$ cat config.mk
export PLATFORM = sky130hd
export DESIGN_NAME = alu_exec_stage
export DESIGN_NICKNAME = d
export VERILOG_FILES = /design/src/rtl/alu_pkg.sv /design/src/rtl/alu_func_comb.sv /design/src/rtl/alu_exec_stage.sv
export SDC_FILE = /design/constraint.sdc
export NUM_CORES = 1
export LEC_CHECK = 0
export ABC_AREA = 1
export CORE_MARGIN = 10
export CORE_UTILIZATION = 30
export CTS_CLUSTER_SIZE = 30
export DETAILED_ROUTE_END_ITERATION = 6
export SKIP_CTS_REPAIR_TIMING = 1
export SLEW_MARGIN = 20
export SYNTH_ARGS = -nofsm -noshare
export SYNTH_HDL_FRONTEND = slang
export SYNTH_SLANG_ARGS = --single-unit
$ cat constraint.sdc
create_clock -name clk -period 3 [get_ports clk]
set_input_delay 0.45 -clock clk [delete_from_list [all_inputs] [get_ports clk]]
set_output_delay 0.45 -clock clk [all_outputs]
set_load 0.03 [all_outputs]
$ cat src/rtl/alu_pkg.sv
// Shared opcode encoding, flag bit positions and skid-buffer state encoding for the ALU execute stage.
package alu_pkg;

    typedef enum logic [2:0] {
        OP_NOT   = 3'd0,
        OP_AND   = 3'd1,
        OP_OR    = 3'd2,
        OP_XOR   = 3'd3,
        OP_ADD   = 3'd4,
        OP_SUB   = 3'd5,
        OP_NEG   = 3'd6,
        OP_PASSB = 3'd7
    } alu_op_e;

    localparam int FLAG_Z = 3;
    localparam int FLAG_N = 2;
    localparam int FLAG_C = 1;
    localparam int FLAG_V = 0;

    typedef enum logic [1:0] {
        ST_EMPTY = 2'd0,
        ST_ONE   = 2'd1,
        ST_FULL  = 2'd2
    } skid_state_e;

endpackage

$ cat src/rtl/alu_func_comb.sv
// ALU result and {Z,N,C,V} flag generator; NEG is built from the complement of a plus one.
// Latency: purely combinational.
// Backpressure: none, the enclosing stage decides when results are captured.
module alu_func_comb
    import alu_pkg::*;
#(
    parameter int WIDTH = 32,
    parameter int OP_W  = 3
) (
    input  logic [OP_W-1:0]  op,
    input  logic [WIDTH-1:0] a,
    input  logic [WIDTH-1:0] b,
    output logic [WIDTH-1:0] result,
    output logic [3:0]       flags
);

    localparam logic [WIDTH-1:0] ONE     = {{(WIDTH-1){1'b0}}, 1'b1};
    localparam logic [WIDTH-1:0] MIN_NEG = {1'b1, {(WIDTH-1){1'b0}}};

    alu_op_e          op_e;
    logic [WIDTH-1:0] not_a;
    logic [WIDTH-1:0] neg_a;
    logic [WIDTH:0]   sum;
    logic [WIDTH:0]   diff;
    logic             carry;
    logic             ovf;

    assign op_e  = alu_op_e'(op);
    assign not_a = ~a;
    assign neg_a = not_a + ONE;
    assign sum   = {1'b0, a} + {1'b0, b};
    // Top bit of a + ~b + 1 is the no-borrow indication (a >= b unsigned).
    assign diff  = {1'b0, a} + {1'b0, ~b} + {{WIDTH{1'b0}}, 1'b1};

    always_comb begin
        result = '0;
        carry  = 1'b0;
        ovf    = 1'b0;
        case (op_e)
            OP_NOT: result = not_a;
            OP_AND: result = a & b;
            OP_OR:  result = a | b;
            OP_XOR: result = a ^ b;
            OP_ADD: begin
                result = sum[WIDTH-1:0];
                carry  = sum[WIDTH];
                ovf    = (a[WIDTH-1] == b[WIDTH-1]) && (sum[WIDTH-1] != a[WIDTH-1]);
            end
            OP_SUB: begin
                result = diff[WIDTH-1:0];
                carry  = diff[WIDTH];
                ovf    = (a[WIDTH-1] != b[WIDTH-1]) && (diff[WIDTH-1] != a[WIDTH-1]);
            end
            OP_NEG: begin
                result = neg_a;
                carry  = (a == '0);
                ovf    = (a == MIN_NEG);
            end
            default: result = b;
        endcase
    end

    always_comb begin
        flags         = '0;
        flags[FLAG_Z] = (result == '0);
        flags[FLAG_N] = result[WIDTH-1];
        flags[FLAG_C] = carry;
        flags[FLAG_V] = ovf;
    end

endmodule

$ cat src/rtl/alu_exec_stage.sv
// Registered ALU execute stage feeding writeback through a main register plus one skid register.
// Latency: 1 cycle from accept to out_valid when empty; 1 result/cycle with out_ready high.
// Backpressure: in_ready (registered) drops only when the skid register holds data.
module alu_exec_stage
    import alu_pkg::*;
#(
    parameter int WIDTH = 32,
    parameter int OP_W  = 3
) (
    input  logic             clk,
    input  logic             rst,
    input  logic             in_valid,
    output logic             in_ready,
    input  logic [OP_W-1:0]  in_op,
    input  logic [WIDTH-1:0] in_a,
    input  logic [WIDTH-1:0] in_b,
    output logic             out_valid,
    input  logic             out_ready,
    output logic [WIDTH-1:0] out_result,
    output logic [3:0]       out_flags
);

    skid_state_e      state;
    logic             accept;
    logic [WIDTH-1:0] fn_result;
    logic [3:0]       fn_flags;
    logic [WIDTH-1:0] skid_result;
    logic [3:0]       skid_flags;

    alu_func_comb #(
        .WIDTH (WIDTH),
        .OP_W  (OP_W)
    ) u_func (
        .op     (in_op),
        .a      (in_a),
        .b      (in_b),
        .result (fn_result),
        .flags  (fn_flags)
    );

    assign accept = in_valid && in_ready;

    // out_result/out_flags are the main register itself, so they cannot move while stalled.
    always_ff @(posedge clk) begin
        if (rst) begin
            state       <= ST_EMPTY;
            out_valid   <= 1'b0;
            in_ready    <= 1'b0;
            out_result  <= '0;
            out_flags   <= '0;
            skid_result <= '0;
            skid_flags  <= '0;
        end else begin
            case (state)
                ST_EMPTY: begin
                    in_ready <= 1'b1;
                    if (accept) begin
                        out_result <= fn_result;
                        out_flags  <= fn_flags;
                        out_valid  <= 1'b1;
                        state      <= ST_ONE;
                    end
                end
                ST_ONE: begin
                    if (accept && !out_ready) begin
                        skid_result <= fn_result;
                        skid_flags  <= fn_flags;
                        in_ready    <= 1'b0;
                        state       <= ST_FULL;
                    end else if (accept) begin
                        out_result <= fn_result;
                        out_flags  <= fn_flags;
                    end else if (out_ready) begin
                        out_valid <= 1'b0;
                        state     <= ST_EMPTY;
                    end
                end
                ST_FULL: begin
                    if (out_ready) begin
                        out_result <= skid_result;
                        out_flags  <= skid_flags;
                        in_ready   <= 1'b1;
                        state      <= ST_ONE;
                    end
                end
                default: begin
                    out_valid <= 1'b0;
                    in_ready  <= 1'b0;
                    state     <= ST_EMPTY;
                end
            endcase
        end
    end

endmodule

Word-level counts from Yosys, hierarchy flattened --
Index checks and enable logic that the tools add are counted.
Storage, ports and cells: logic and storage cells 78, output and inout port bits 38, memory bits (read-only) 0, input bits 71, register bits 76, memories 0, bits in latches 0, bits in writable memories 0
Operators by class: $add $sub $neg 4, reductions and logical operators 15, multiplexer cells 25, div/mod/pow operators 0, equal/unequal tests 21, shifts and indexed selects 0, $lt $le $gt $ge 0, $mul 0, bitwise gates (word level) 6
Operator list (number):
- $pmux 32 s7 | 1
- $mux 32 | 3
- $pmux 32 s3 | 1
- $add 32x32->33 | 2
- $logic_not 32->1 | 2
- $not 32->32 | 2
- $add 33x1->33 const B | 1
- $add 32x1->32 const B | 1
- $and 32x32->32 | 1
- $eq 32x32->1 const B | 1
- $or 32x32->32 | 1
- $xor 32x32->32 | 1
- $mux 4 | 3
- $ne 2x2->1 const B | 6
- $pmux 1 s3 | 4
- $pmux 4 s3 | 1
- $mux 2 | 5
- $eq 3x3->1 const B | 3
- $eq 3x2->1 const B | 2
- $mux 1 | 6
- $ne 3x3->1 const B | 2
- $pmux 2 s3 | 1
- $reduce_and 5->1 | 1
- $logic_and 1x1->1 | 4
- other kinds (13) | 16

Logic depth before layout (Yosys ltp) --
Gate-level depths: netlist (run 1).
depth after elaboration 9, depth in mapped cells 24

Modules after synthesis --
From an unflattened synthesis (run 1), not the netlist that was laid out.
Unflattened totals: cells, all modules 2061, area total of the unflattened synthesis 11078.1 um^2
By module, submodules not included:
- alu_func_comb | cells an instance 1534, sequential area each 0.0 um^2, instances 1, area an instance 7681.1 um^2
- alu_exec_stage | cells an instance 527, sequential area each 1521.5 um^2, instances 1, area an instance 3397.0 um^2

Least setup slack after synthesis (run 1) --
No wires, ideal clock.
kind in2reg, from in in_a[0], to reg out_flags[3], data required time 2933 ps, path buffers 0, setup time 67 ps, stages on the path 20, path slack 312 ps, data arrival time 2621 ps, cell sequence inv_1 -> ha_1 -> inv_1 -> fa_1 -> or2_2 -> nand3_1 -> o21ai_0 -> nor2_1 -> nand3_1 -> nor2_1 -> nand3_1 -> nor2_1 -> nand3_1 -> nor2_1 -> nand3_1 -> nor2_1 -> nand2_1 -> nand2_1 -> nand2_1 -> a21oi_2
Between the ends: longest elaborated chain between the ends 7, elaborated cells on any way between the ends 13, classes of those cells add/sub (4); mux (4); bitwise (4); reduce/logical (1)
RTL lines:
- start: declaration | line alu_exec_stage.sv:15 | input logic [WIDTH-1:0] in_a,
- $add 32x32->33 / $not 32->32 (equally long branches) | line alu_func_comb.sv:33, alu_func_comb.sv:29
- $add 33x1->33 / $add 32x1->32 (equally long branches) | line alu_func_comb.sv:33, alu_func_comb.sv:30
- $pmux 32 s7 * | line alu_func_comb.sv:39 | case (op_e)
- $logic_not 32->1 * | line alu_func_comb.sv:65 | flags[FLAG_Z] = (result == '0);
- $mux 4 * | line alu_exec_stage.sv:57, alu_exec_stage.sv:70
- $mux 4 | line alu_exec_stage.sv:65 | if (accept && !out_ready) begin
- $pmux 4 s3 * | line alu_exec_stage.sv:54 | case (state)
- end signal: assignment | line alu_exec_stage.sv:59 | out_flags <= fn_flags;
- end signal: assignment | line alu_exec_stage.sv:72 | out_flags <= fn_flags;
- end signal: assignment | line alu_exec_stage.sv:81 | out_flags <= skid_flags;
- end: declaration | line alu_exec_stage.sv:20 | output logic [3:0] out_flags
Mark *: on every way between the ends. The rest lies on a longest branch, timed or not. The select of a mux whose other input is x is not followed. A chain may end at the register's enable or synchronous reset.

Worst setup path in the final report (run 1) --
from in in_b[24], to reg out_flags[3]
Between the ends: longest elaborated chain between the ends 8, elaborated cells on any way between the ends 12, classes of those cells add/sub (3); mux (4); bitwise (4); reduce/logical (1)
RTL lines:
- start: declaration | line alu_exec_stage.sv:16 | input logic [WIDTH-1:0] in_b,
- $not 32->32 | line alu_func_comb.sv:33 | assign diff = {1'b0, a} + {1'b0, ~b} + {{WIDTH{1'b0}}, 1'b1};
- $add 32x32->33 | line alu_func_comb.sv:33
- $add 33x1->33 | line alu_func_comb.sv:33
- $pmux 32 s7 * | line alu_func_comb.sv:39
- $logic_not 32->1 * | line alu_func_comb.sv:65
- $mux 4 * | line alu_exec_stage.sv:57, alu_exec_stage.sv:70
- $mux 4 | line alu_exec_stage.sv:65
- $pmux 4 s3 * | line alu_exec_stage.sv:54
Marked as above.

==> results of run 1 <==
[path summary, 6_finish.rpt]
kind	cells after the start	to	startpoint	slack, ps
max	21	out_flags[3]	in_b[24]	110
min	2	skid_result[29]	skid_result[29]	460
max reg2reg	9	out_result[10]	state[1]	680
min reg2reg	2	skid_result[29]	skid_result[29]	460
[cells by family (layout without fill, tap and decap cells)]
family                   count (synthesis)  in the layout  synth area share (%)
buffers and inverters                  423            963                  15.6
AO/OA/AOI/OAI                          344            344                  16.9
flip-flops                              74             74                  13.4
XOR/XNOR                                 2              2                 0.159
adder cells (fa/ha/maj)                106            106                  12.2
AND/OR/NAND/NOR                       1094           1094                  41.8
[through the flow]
step           util [%]  setup TNS [ps]  power [uW]
2_1_floorplan         -               0        2240
3_3_place_gp       43.6          -15780        3610
3_5_place_dp       43.6          -16860        3620
4_1_cts            44.6           -3630        4880
5_1_grt            49.7           -8.15        5640
6_report           49.7               0        5350
[power by group]
group          internal (uW)  switching [uW]
Combinational           1310            1730
Sequential              1030            23.5
Clock                    858             398
Total                   3190            2150
[area by class of cell]
class / count / area, um2
inverter: 354 / 1350
tap: 468 / 586
clock inverter: 4 / 97.6
multi-input combinational: 1546 / 9270
clock buffer: 12 / 256
timing repair buffer: 593 / 5060
sequential: 74 / 1480
fill: 3808 / 18300
[critical path, stage by stage]
cell and delay, ps:
clkdlybuf4s50_1 470, inv_1 80, ha_4 290, buf_6 150, nand2_4 100, a21oi_1 60, nor2_1 220, nand2_1 130
a21oi_2 130, nand3_1 80, nand3_1 90, nand3_1 110, nand2_2 100, nand2_1 60, nor2_1 120, nand2_1 60
nor2_1 120, nand2_1 80, nand2_1 70, nand2_1 60, a21oi_2 100
[state kept, by name, indices dropped and copies added (netlist names)]
register	cells
skid_flags	4
out_valid	1
out_flags	4
out_result	31
in_ready	1
skid_result	31
state	2
[layout by cell type (no fill, tap or decap), types with 72 or more instances in the layout]
master	count
nand2_1	518
buf_4	459
inv_1	267
nand3_1	167
nor2_1	128
a21oi_1	125
nand2_2	100
o21ai_0	99
inv_2	80
dfxtp_1	74
ha_1	72
[synthesized netlist by cell type, types with 7 or more instances]
cell type | instances | area [um2]
a211oi_1 | 11 | 82.6
a21oi_1 | 157 | 786
buf_2 | 26 | 130
buf_4 | 7 | 52.6
clkbuf_1 | 26 | 97.6
dfxtp_1 | 74 | 1480
ha_1 | 104 | 1300
inv_1 | 341 | 1280
inv_2 | 7 | 26.3
nand2_1 | 624 | 2340
nand3_1 | 193 | 966
nand4_1 | 28 | 175
nor2_1 | 193 | 724
nor2_2 | 11 | 68.8
nor3_1 | 16 | 80.1
o211ai_1 | 16 | 120
o21ai_0 | 116 | 581
o21bai_1 | 7 | 52.6
o22ai_1 | 22 | 138
[layer usage]
metal  vias up  GRT usage (%)
li1       7587              -
met1      7211           35.0
met2       599           37.1
met3        76           2.23
met4         0           4.69
met5         -              0
==> flow_summary.ini, run 1 <==
[run_status]
status = finished, final reports clean

[route]
dr.pass1.iters = 5
vias_per_cell = 5.07
drt_iter0_drc = 1412
wl_met2_um = 24400
avgRoutedWirePerCell_um = 18.5
routed.top_layer = met4
vias = 15500
wirelength_met1_um = 26900
drc = 0
antenna_left = 0
routed_wl_um = 56300
wl_met3_um = 3810

[placed_design]
routabilityCongestion = 1.00
place_hpwl_um = 47300
preCtsSetupSlack_ps = -864
port_buffers = 108
dpl-instance-area_um2 = 15900
placed_cells = 3005

[layout]
design_area_um2 = 18100
drive_above_1_share_pct = 34.8
syn2layout_area_growth_pct = 64.1
layout.cells.non_filler = 3051
diodes = 0
nets = 2755

[synthesis]
syn_area_per_cell_um2 = 5.40
syn_nets = 2220
synth_warnings = 0
async_flop_share_pct = 0
synth_cell_types = 48
synth_edf_count = 0
synth_ff_type = dfxtp_1
ys_seq_elements = 74
ys_seq_area_share_pct = 13.4
synth_area_um2 = 11000
syn_inst = 2043

[power]
ir_worst_vdd_mv = 0.214
pwr_density_cell_nw_per_um2 = 296
leakage_uw = 0.00949

[grt]
grt_antenna_before_repair = 0
grt_pass1_vias = 14400
grt_pass1_wl_um = 83800
globalRoute.totalOverflow = 0
grt_max_degree = 48
gr-usage-all-layers_pct = 24.0

[timing]
setup_viol_count_final = 0
fmax_ghz = 0.346
layout_min_cycle_time_ps = 2890
tightest_slew_ps = 751
hold_viol_final = 0
final.setup_skew_ps = 3.44
period_share_pct = 96.5
drv_slew = 0
slew_headroom_pct = 49.4
hold_slack_ps = 462
setup_ws_ps = 106

[worst_setup_path]
cp_max_fo = 6
cp-end-kind = flop
cp.required_ps = 3260
worstSetupPathType = input port to flop
cp.arrival_ps = 3160
critPathLaunchType = input port

[cts]
cts.path.max_buffers = 2
clock_latency_ps = 330
cts_tree = done
numCtsBuffers = 9
clk_transition_reported_paths_ps = 60
cts_root_buffer = clkbuf_16
cts_max_level = 3
cts.sinks = 74

[floorplan]
num_rows = 70
die_y_um = 212
start_util_pct = 30.3
fp.dieW_um = 212
core_area_um2 = 36400
dieArea_um2 = 44800
io_pins = 109

[hold_path]
min_path_type = flop to flop

[flow_run]
maxCapViolCount = 0
Power figures use the tool's default switching activity.
==> run 2, diff against run 1 <==
Settings changed: DONT_BUFFER_PORTS set to 1.
==> flow_summary.ini, run 2 (same netlist as run 1, synthesis figures left out) <==
[run_status]
status = finished with violations
violations = design-rule violations

[worst_setup_path]
cp_slowest_cell = fa_1
cp.arrival_ps = 3100
reg2reg_depth = 7
worstSetupPathType = input port to flop
critPathLaunchType = input port
cp-end-kind = flop
timing.rr.start = in_ready
cp_max_fo = 4
critPathMaxStageDelay_ps = 390
cp.required_ps = 3260
cp_cell_sequence = inv_1 > ha_1 > inv_1 > fa_1 > buf_4 > nand2_1 > nand2_1 > nand2_1 > nand2_1 > nand2_1 > nand2_1 > a21oi_1 > nand2_1 > nand3_1 > nand4_1 > nor2_1 > nand2_1 > nor2_1 > nand2_1 > nand2_1 > nand2_1 > a21oi_2
cp_common_cell = nand2_1
r2r_end = out_result[18]
reg2reg_slack_ps = 640

[power]
power_uw = 4180
ir_worst_vdd_mv = 0.261
pwr_density_cell_nw_per_um2 = 305
leakage_uw = 0.00741

[grt]
grt_pass1_wl_um = 78500
grt_pass1_vias = 13100
grt_antenna_before_repair = 0
grt_max_degree = 49
globalRoute.totalOverflow = 0
gr-usage-all-layers_pct = 22.6

[cts]
cts_root_buffer = clkbuf_16
cts.path.max_buffers = 2
cts.sinks = 74
cts_max_level = 3
numCtsBuffers = 9
clk_transition_reported_paths_ps = 60
cts_tree = done
clock_latency_ps = 330

[placed_design]
preCtsSetupSlack_ps = -332
port_buffers = 0
dpl-instance-area_um2 = 13400
routabilityCongestion = 1.07
placed_cells = 2727
place_hpwl_um = 44200

[timing]
slew_headroom_pct = 54.4
hold_viol_final = 0
final.setup_skew_ps = 7.56
tightest_slew_ps = 680
rsz0062_at_grt = yes
setup_viol_count_final = 0
fmax_ghz = 0.353
period_share_pct = 94.5
drv_slew = 0
layout_min_cycle_time_ps = 2840
setup_ws_ps = 164

[layout]
layout_commonest_cell = nand2_1
nets = 2447
diodes = 0
layout.cells.non_filler = 2743
reg_top3 = out_result x31, skid_result x31
design_area_um2 = 13700
drive_above_1_share_pct = 15.2
fin_util_pct = 37.6
final_cell_mix = nand2_1, inv_1, buf_4
syn2layout_area_growth_pct = 24.3

[route]
drt_iter0_drc = 1521
vias = 14100
vias_per_cell = 5.14
dr.pass1.iters = 7
drc = 2
antenna_left = 0
avgRoutedWirePerCell_um = 19.0
routed_wl_um = 52200

[floorplan]
fp.dieW_um = 212
num_rows = 70
io_pins = 109
dieArea_um2 = 44800
core_area_um2 = 36400
die_y_um = 212
start_util_pct = 30.3

[hold_path]
min_path_type = input port to flop
min_to = out_result[12]
hold_path_depth = 1
hold_start = rst

[flow_run]
maxCapViolCount = 0
[run 2: cell types whose count changed in the layout (fill, tap and decap cells not counted), moves of 29 or more]
cell	before	now
buf_4	459	283
nand2_1	518	623
nand2_2	100	4
inv_1	267	341
inv_2	80	7
nor2_1	128	189
dlymetal6s2s_1	57	0
clkdlybuf4s50_1	49	0
a21oi_1	125	157
ha_1	72	104
nor2_2	45	14
ha_4	30	0
nor2_4	34	4
a21oi_2	30	1
[run 2: layout make-up]
class,instances,area [um2]
well taps,468,586
flip-flops and latches,74,1480
inverters,354,1340
fillers,4135,22700
clock inverters,6,42.5
repair buffers,285,2160
clock buffers,10,229
multi-input cells,1546,7860
[run 2: worst max path at each step]
stage / start / endpoint / slack, ps / depth (start not counted)
after CTS: in_b[22] / out_flags[0] / 20 / 15
after detailed placement: in_b[22] / out_flags[0] / -330 / 15
final: in_a[0] / out_flags[3] / 160 / 22
after floorplan: in_a[0] / out_flags[3] / 310 / 20
after global routing: in_a[6] / out_flags[3] / -50 / 20
after global placement: in_a[19] / out_flags[0] / -330 / 16
[run 2: power breakdown]
| group | switching [uW] | total (uW) | internal [uW] |
|---|---|---|---|
| combinational | 1270 | 2070 | 803 |
| sequential | 104 | 1130 | 1030 |
| clock | 410 | 971 | 561 |
[run 2: per-stage QoR]
step	TNS (ps)	hold slack, ps
floorplan	0	436
global placement	-807	444
detailed placement	-774	447
CTS	0	175
global route	-53.2	168
finish	0	186
[run 2: per-layer routing]
layer  part of all wire, %  wire length, um  global-route usage (%)  up-vias
met1                    46            24000                    31.5     6502
met3                   8.7             4550                    3.86       59
met2                    43            22400                    35.2      583
met4                   2.3             1190                    5.38        0
met5                     0                0                       0        -
li1                      -                -                       -     6942
[run 2: worst max-delay path: cells and delay by family]
| kind | cells | cell delay (ps) |
|---|---|---|
| buffers and inverters | 3 | 280 |
| and+or+nand+nor | 15 | 1460 |
| adders and majority gates | 2 | 530 |
| AOI/OAI and AO/OA | 2 | 390 |
==> run 3, diff against run 2 <==
==> constraint.sdc (replaced) <==
create_clock -name clk -period 2.4 [get_ports clk]
set_input_delay 0.36 -clock clk [delete_from_list [all_inputs] [get_ports clk]]
set_output_delay 0.36 -clock clk [all_outputs]
set_load 0.05 [all_outputs]
==> flow_summary.ini, run 3 (same netlist as run 1, synthesis figures left out) <==
[cts]
cts_root_buffer = clkbuf_16
cts_tree = done
clock_latency_ps = 320
cts_max_level = 3
cts.path.max_buffers = 2
clk_transition_reported_paths_ps = 60
numCtsBuffers = 9
cts.sinks = 74

[grt]
gr-usage-all-layers_pct = 22.7
grt.met3_usage_pct = 3.85
gr-usage-met1_pct = 32.2
grt_antenna_before_repair = 0
top_usage_layer = met2
grt_max_degree = 50
globalRoute.totalOverflow = 0
grtUsageMet2_pct = 34.5
grt_pass1_wl_um = 78500
grt_pass1_vias = 13300

[timing]
setup_ws_ps = -98.3
rsz0062_at_grt = yes
period_share_pct = 104
setup_viol_count_final = 3
hold_viol_final = 0
setup_tns_ps = -152
fmax_ghz = 0.400
tightest_slew_ps = 756
drv_slew = 0
slew_headroom_pct = 49.5
layout_min_cycle_time_ps = 2500
final.setup_skew_ps = 7.44

[route]
vias = 14500
drt_iter0_drc = 1454
vias_per_cell = 5.10
antenna_left = 0
avgRoutedWirePerCell_um = 18.7
dr.pass1.iters = 6
drc = 0
routed_wl_um = 53400

[power]
p_sw_share_pct = 41.8
ir_worst_vdd_mv = 0.381
pwr-share-comb_pct = 52.4
pwr_density_cell_nw_per_um2 = 375
p_sw_uw = 2440
leakage_uw = 0.00804
internal_power_uw = 3390
clkPwrFrac_pct = 22.5
pwr-share-seq_pct = 25.1

[worst_setup_path]
cp_max_fo = 7
cp_cell_sequence = inv_1 > ha_4 > buf_4 > nor2_1 > nand2_1 > buf_4 > nor4_1 > nand2_1 > nand3_1 > nand2_1 > nand3_1 > nand4_1 > buf_6 > nor2_1 > nand2_1 > nand2_1 > nand2_1 > a21oi_2
worstSetupPathType = input port to flop
path_delay_family = simple AND/OR/NAND/NOR gates
cp_num_buf_inv = 4
cp.arrival_ps = 2760
reg2reg_slack_ps = 530
cp-end-kind = flop
cp_slowest_cell = ha_4
critPathMaxStageDelay_ps = 240
cp_common_cell = nand2_1
critPathLaunchType = input port
cp.required_ps = 2660

[floorplan]
dieArea_um2 = 44800
core_area_um2 = 36400
io_pins = 109
num_rows = 70
fp.dieW_um = 212
start_util_pct = 30.3
die_y_um = 212

[layout]
nets = 2555
final_cell_mix = nand2_1, buf_4, inv_1
drive_above_1_share_pct = 25.8
fillers = 3955
fin_util_pct = 42.6
reg_top3 = out_result x31, skid_result x31
layout_commonest_cell = nand2_1
syn2layout_area_growth_pct = 40.8

[flow_run]
maxCapViolCount = 0

[placed_design]
routabilityCongestion = 1.00
place_hpwl_um = 44900
preCtsSetupSlack_ps = -733
port_buffers = 0

[run_status]
violations = negative setup slack
status = finished with violations

[hold_path]
min_path_type = input port to flop
run 3: cell types whose count changed in the layout (fill, tap and decap cells not counted), sizes merged:
cell / before / now
inv: 353 / 347
diode: 0 / 1
clkinvlp: 2 / 5
clkbuf: 10 / 11
buf: 285 / 393
clkinv: 5 / 6
bufinv: 0 / 1
run 3: worst register-to-register path, stage by stage, from the launching register on:
cell and delay [ps]:
dfxtp_1 370, inv_1 80, nor2_1 90, inv_1 80, nor3_4 130, buf_4 370
clkinv_1 160, buf_4 240, a211oi_1 270
run 3: per-stage QoR:
| step | total power (uW) | hold WS (ps) | cell area (um2) | cells |
|---|---|---|---|---|
| finish | 5830 | 101 | 15500 | 2852 |
| global route | 6170 | 81.0 | 15500 | 2851 |
| CTS | 5510 | 87.9 | 14600 | 2837 |
| detailed placement | 4180 | 431 | 14300 | 2821 |
| global placement | 4170 | 433 | 14300 | 2821 |
| floorplan | 2870 | 436 | 11100 | 2043 |
run 3: final timing paths:
kind	start	end	cells past startpoint
worst max-delay path	in_a[21]	out_flags[3]	18
worst min-delay path	rst	out_flags[3]	1
worst max register to register	state[0]	skid_result[29]	8
worst min register to register	out_flags[2]	out_flags[2]	2
run 3: cell type report:
type                            instances  area, um2  area share (%)
Tap cell                              468        586            3.77
Clock inverter                          5       53.8           0.347
Timing Repair Buffer                  393       3100            20.0
Clock buffer                           11        243            1.56
Antenna cell                            1       2.50          0.0161
Inverter                              354       1370            8.79
Multi-Input combinational cell       1546       8690            56.0
Sequential cell                        74       1480            9.54
run 3: power by group through the flow:
stage / Combinational [uW] / Sequential, uW / Clock [uW]
after CTS: 2700 / 1460 / 1350
after global placement: 2680 / 1490 / 0
final: 3050 / 1460 / 1310
after global routing: 3300 / 1470 / 1400
after detailed placement: 2690 / 1490 / 0
after floorplan: 1390 / 1480 / 0
run 3: routing by layer:
metal | share of wire (%) | vias up | wire length, um
met4 | 3.2 | 0 | 1680
li1 | - | 7161 | -
met5 | 0 | - | 0
met1 | 46 | 6685 | 24600
met3 | 8.6 | 76 | 4570
met2 | 42 | 614 | 22500
